===== src/rtl/instr_fetch_unit_pkg.sv =====
// Shared CPU definitions for the fetch stage: state encodings, widths,
// default boot address and the PC legality helper.
package instr_fetch_unit_pkg;

  localparam int          INSTR_W          = 32;
  localparam logic [31:0] NOP_INSTR        = 32'h0000_0013;
  localparam logic [31:0] DEFAULT_RESET_PC = 32'h0000_0000;

  typedef enum logic [1:0] {
    BOOT   = 2'd0,
    FETCH  = 2'd1,
    HALTED = 2'd2
  } fetch_state_e;

  typedef enum logic [1:0] {
    PC_HOLD     = 2'd0,
    PC_INC      = 2'd1,
    PC_REDIRECT = 2'd2
  } pc_sel_e;

  // A fetch address is usable only if word aligned and the whole word
  // lies inside the instruction memory.
  function automatic logic pc_is_legal(input logic [31:0] pc,
                                       input logic [31:0] last_word);
    return (pc[1:0] == 2'b00) && (pc <= last_word);
  endfunction

endpackage


===== src/rtl/instr_fetch_unit_pc_reg.sv =====
// Program counter register with its next-PC mux (reset / +4 / redirect / hold).
module if_pc_reg
  import instr_fetch_unit_pkg::*;
#(
  parameter logic [31:0] RESET_PC = DEFAULT_RESET_PC
) (
  input  logic        clk,
  input  logic        rst,
  input  pc_sel_e     sel_i,
  input  logic [31:0] redirect_pc_i,
  output logic [31:0] pc_o
);

  logic [31:0] pc_q;
  logic [31:0] pc_d;

  // Next-PC selection; +4 wraps modulo 2^32 and range is policed upstream.
  always_comb begin
    pc_d = pc_q;
    case (sel_i)
      PC_INC:      pc_d = pc_q + 32'd4;
      PC_REDIRECT: pc_d = redirect_pc_i;
      default:     pc_d = pc_q;
    endcase
  end

  // PC register, forced to the boot address by reset.
  always_ff @(posedge clk or posedge rst) begin
    if (rst) pc_q <= RESET_PC;
    else     pc_q <= pc_d;
  end

  assign pc_o = pc_q;

endmodule


===== src/rtl/instr_fetch_unit.sv =====
// Instruction fetch stage: drives the ROM address from the PC, captures the
// returned word into the IF/ID register and sequences BOOT/FETCH/HALTED.
//
// Handshake: valid_o says the IF/ID register holds an instruction; decode
// consumes it on a rising edge where valid_o && id_ready_i. While valid_o is
// high and id_ready_i is low, instr_o/pc_o/pc_plus4_o stay stable and no new
// word is fetched. redirect_i flushes the register regardless of id_ready_i.
module instr_fetch_unit
  import instr_fetch_unit_pkg::*;
#(
  parameter logic [31:0] RESET_PC   = DEFAULT_RESET_PC,
  parameter int          IMEM_BYTES = 1024
) (
  input  logic               clk,
  input  logic               rst,
  output logic [31:0]        imem_addr_o,
  input  logic [INSTR_W-1:0] imem_rdata_i,
  input  logic               redirect_i,
  input  logic [31:0]        redirect_pc_i,
  input  logic               halt_i,
  input  logic               id_ready_i,
  output logic               valid_o,
  output logic [INSTR_W-1:0] instr_o,
  output logic [31:0]        pc_o,
  output logic [31:0]        pc_plus4_o,
  output logic               fault_o,
  output logic [1:0]         state_o
);

  localparam logic [31:0] LAST_WORD = 32'(IMEM_BYTES - 4);

  fetch_state_e       state_q;
  logic               valid_q;
  logic [INSTR_W-1:0] instr_q;
  logic [31:0]        pc_out_q;
  logic [31:0]        pc_plus4_q;
  logic               fault_q;

  logic [31:0]        pc_q;
  logic               pc_legal;
  logic               capture;
  pc_sel_e            pc_sel;

  if_pc_reg #(
    .RESET_PC (RESET_PC)
  ) u_pc_reg (
    .clk           (clk),
    .rst           (rst),
    .sel_i         (pc_sel),
    .redirect_pc_i (redirect_pc_i),
    .pc_o          (pc_q)
  );

  // Capture decision and next-PC selection; redirect outranks capture/stall.
  always_comb begin
    pc_legal = pc_is_legal(pc_q, LAST_WORD);
    capture  = (state_q == FETCH) && (!valid_q || id_ready_i) &&
               !redirect_i && pc_legal;
    pc_sel   = PC_HOLD;
    if (state_q == FETCH) begin
      if (redirect_i)   pc_sel = PC_REDIRECT;
      else if (capture) pc_sel = PC_INC;
    end
  end

  // State machine, IF/ID register and sticky fault, all registered.
  always_ff @(posedge clk or posedge rst) begin
    if (rst) begin
      state_q    <= BOOT;
      valid_q    <= 1'b0;
      instr_q    <= '0;
      pc_out_q   <= '0;
      pc_plus4_q <= '0;
      fault_q    <= 1'b0;
    end else begin
      case (state_q)
        BOOT:   state_q <= FETCH;
        FETCH: begin
          if (halt_i) state_q <= HALTED;
          if (!redirect_i && !pc_legal) begin
            fault_q <= 1'b1;
            state_q <= HALTED;
          end
        end
        HALTED: state_q <= HALTED;
        default: state_q <= BOOT;
      endcase

      if ((state_q == FETCH) && redirect_i) begin
        valid_q <= 1'b0;
      end else if (capture) begin
        valid_q    <= 1'b1;
        instr_q    <= imem_rdata_i;
        pc_out_q   <= pc_q;
        pc_plus4_q <= pc_q + 32'd4;
      end else if (valid_q && id_ready_i) begin
        valid_q <= 1'b0;
      end
    end
  end

  assign imem_addr_o = pc_q;
  assign valid_o     = valid_q;
  assign instr_o     = instr_q;
  assign pc_o        = pc_out_q;
  assign pc_plus4_o  = pc_plus4_q;
  assign fault_o     = fault_q;
  assign state_o     = state_q;

endmodule

===== config.mk =====
export PLATFORM = sky130hd
export DESIGN_NAME = instr_fetch_unit
export DESIGN_NICKNAME = d
export VERILOG_FILES = /design/src/rtl/instr_fetch_unit_pkg.sv /design/src/rtl/instr_fetch_unit_pc_reg.sv /design/src/rtl/instr_fetch_unit.sv
export SDC_FILE = /design/constraint.sdc
export NUM_CORES = 1
export LEC_CHECK = 0
export BUFFER_PORTS_ARGS = -buffer_cell sky130_fd_sc_hd__buf_4
export CORE_MARGIN = 2
export CORE_UTILIZATION = 48
export DETAILED_ROUTE_END_ITERATION = 8
export PLACE_DENSITY = 0.91
export SLEW_MARGIN = 20
export SYNTH_ARGS = -nofsm -noshare
export SYNTH_HDL_FRONTEND = slang
export SYNTH_SLANG_ARGS = --single-unit

===== constraint.sdc =====
create_clock -name clk -period 5 [get_ports clk]
set_input_delay 0.25 -clock clk [delete_from_list [all_inputs] [get_ports clk]]
set_output_delay 0.25 -clock clk [all_outputs]
set_load 0.02 [all_outputs]

==> impl_metrics.json <==
{
  "cts_setup_buffers": 0,
  "ys_ff_latch": 130,
  "path_max_fanout": 86,
  "r2r_cells": 5,
  "fp.coreArea_sq_mm": 0.009864,
  "dp.final_hpwl_mm": 8.307,
  "rsz0062_at_grt": "false",
  "min_from": "redirect_pc_i[10]",
  "vdd_drop_max_mv": 0.3403,
  "finalSetupViolCount": 0,
  "slowest_stage": "or3_2",
  "clk_latency_ps": 510,
  "finalClockSkew_ps": 9.123,
  "synthTopCellsByCount": "130 x dfrtp_1, 130 x nand2_1, 45 x and2_1",
  "synthCells": 439,
  "fin_tns_setup_ps": 0,
  "placementRows": 36,
  "synth_ff_type": "dfrtp_1",
  "cts_max_level": 4,
  "vias_per_cell": 4.990,
  "tightest_slew_ps": 799.5,
  "grt_start_max_net_pins": 87,
  "vias": 4197,
  "die_area_sq_mm": 0.01103,
  "period_share_pct": 50.63,
  "start_util_pct": 49.68,
  "r2r_setup_slack_ps": 2470,
  "critPathBufInv": 1,
  "synth_edf_count": 0,
  "pin_count": 201,
  "yosysTopAreaCellShare_pct": 66.38,
  "ys_warn_count": 0,
  "slew_viol_final": 0,
  "fill_cells": 588,
  "syn_area_sq_mm": 0.004901,
  "arrival_ps": 2930,
  "synthDistinctLibCells": 29,
  "seqPwrFrac_pct": 40.1,
  "gp_congestion": 0.7526,
  "p_clk_share_pct": 34.0,
  "critPathMaxStageDelay_ps": 650,
  "crit_family": "simple AND/OR/NAND/NOR gates",
  "max-slew-margin-rel_pct": 46.70,
  "synth-async-reset-ratio_pct": 100.0,
  "whs_endpoint": "u_pc_reg.pc_o[10]",
  "hp-class": "primary input to register",
  "leakagePower_nw": 4.019,
  "numPortBuffers": 200,
  "cts_buffers": 17,
  "drtPass1Iterations": 4,
  "period_minus_slack_ps": 2532,
  "drc": 0,
  "cp-end-kind": "register",
  "diodes": 0,
  "synth_largest_area_cell": "dfrtp_1",
  "cp_cell_sequence": "nor4_1 > nand4_1 > or3_2 > buf_4 > and2_1",
  "rr_startpoint": "u_pc_reg.pc_o[13]",
  "clkTransAtPathRegs_ps": 60,
  "ant_nets": 0,
  "grt_pass1_vias": 4519,
  "reg2reg_to": "pc_o[17]",
  "grt_usage_pct": 25.87,
  "dp.cells": 752,
  "syn_nets": 511,
  "synth.area.top_cells": "dfrtp_1 66%, nand2_1 10%, and2_1 5.7%",
  "antenna_found_initial": 0,
  "outcome": "finished, final reports clean",
  "clockRootBuffer": "clkbuf_8",
  "fin_nets": 768,
  "clock_sinks": 130,
  "p_sw_mw": 1.079,
  "dieWidth_microns": 105.0,
  "finalHoldViolCount": 0,
  "fmax_mhz": 395.0,
  "detailedPlace.worstSlack_ps": 2528,
  "grt_pass1_wl_mm": 22.17,
  "grt_overflow": 0,
  "pwr_density_cell_mw_per_mm2": 454.4,
  "combPwrFrac_pct": 25.9,
  "whs_path_depth": 3,
  "cp.required_ps": 5400,
  "wl_per_cell_microns": 16.40,
  "die_h_microns": 105.0,
  "syn_to_final_growth_pct": 56.37,
  "postLayoutSetupSlackWorst_ps": 2468,
  "layout-drive-gt1-share_pct": 37.29,
  "maxCapViolations": 0,
  "tritoncts": "done",
  "finalNonFillerCells": 841,
  "syn_avg_cell_area_sq_um": 11.16,
  "drtIter0Drc": 259,
  "p_int_mw": 2.403,
  "crit_type": "register to register",
  "ys_seq_area_share_pct": 66.38,
  "cp-start-kind": "register",
  "wl_mm": 13.79,
  "p_sw_share_pct": 30.99,
  "cts_buffer_depth": 2
}
==> per-layer routing <==
layer	vias to the layer above	part of all wire (%)	global-route usage, %
li1	1922	-	-
met1	2060	38	30.13
met2	177	53	45.73
met3	38	5.6	5.926
met4	0	3.1	10.95
met5	-	0	0
==> power groups by stage <==
stage               clock [mW]  combinational (mW)  sequential, mW
CTS                       1.20               0.897            1.38
finish                    1.18               0.901            1.40
detailed placement           0               0.853            1.40
floorplan                    0               0.305            1.54
global route              1.26               0.963            1.41
global placement             0               0.827            1.38
==> cell families after synthesis <==
| group | count (synthesis) | share of synthesized area [%] |
|---|---|---|
| muxes | 25 | 5.744 |
| DFF | 130 | 66.38 |
| xor gates and xnor gates | 9 | 1.608 |
| adders and majority gates | 3 | 0.7660 |
| and+or+nand+nor | 219 | 20.27 |
| buffers and inverters | 28 | 2.374 |
| AOI/OAI and AO/OA | 25 | 2.859 |
==> registers in the layout, indices dropped and copies added, names as in the netlist <==
register and count:
fault_o 1, state_o 2, pc_o 32, instr_o 32, pc_plus4_o 30, u_pc_reg.pc_o 32, valid_o 1
==> layout make-up <==
class	count	area, sq um	share of cell area, %
Sequential cell	130	3253	42.45
Timing Repair Buffer	262	2112	27.56
Multi-Input combinational cell	281	1538	20.07
Clock buffer	21	469.2	6.122
Tap cell	133	166.4	2.171
Clock inverter	10	107.6	1.404
Inverter	4	17.52	0.2286
==> worst register-to-register path, cell delays in order, from the launching register on <==
cell and delay (ps):
dfrtp_1 400, nor4_1 360, nand4_1 270, or3_2 650
buf_4 370, and2_1 360
==> timing repair <==
item,4_1_cts,5_1_grt
hold endpoints to repair,120,0
hold buffers,58,0
resized for setup,0,0
==> per-stage QoR <==
step / hold slack [ps] / area (sq um) / power [mW] / utilization, %
final: 23.18 / 7664 / 3.483 / 77.69
after global routing: 12.91 / 7664 / 3.635 / 77.69
after CTS: 7.065 / 7664 / 3.480 / 77.69
after detailed placement: 450.0 / 6506 / 2.250 / 65.96
after global placement: 432.3 / 6506 / 2.207 / 65.96
after floorplan: 362.9 / 4901 / 1.848 / -
==> worst max-delay path by stage <==
stage / cells after the start / from / endpoint
floorplan: 1 / rst / fault_o
global placement: 5 / u_pc_reg.pc_o[10] / pc_plus4_o[17]
detailed placement: 5 / u_pc_reg.pc_o[10] / pc_plus4_o[24]
CTS: 5 / u_pc_reg.pc_o[10] / pc_plus4_o[30]
global route: 5 / u_pc_reg.pc_o[17] / pc_o[17]
finish: 5 / u_pc_reg.pc_o[13] / pc_o[17]
==> cell usage in the layout (no fill, tap or decap) <==
cell type,count
or2_2,1
or3_1,4
nand2b_1,4
and3_1,1
ha_1,3
dlygate4sd3_1,58
clkbuf_8,5
or3_2,1
inv_4,1
nand2_1,130
a21oi_1,11
nor2_1,19
buf_4,204
bufinv_16,2
nand3_1,3
a31oi_1,6
clkinvlp_4,3
nand3b_1,1
xnor2_1,5
dfrtp_1,130
mux2_2,25
clkinv_2,5
inv_1,3
o21a_1,1
o31ai_1,1
nor2b_1,1
o21ai_0,5
clkbuf_16,16
and2_1,45
xor2_1,4
o21bai_1,1
nor4_1,7
nor3_2,1
nand4_1,1
Power figures use the tool's default switching activity.
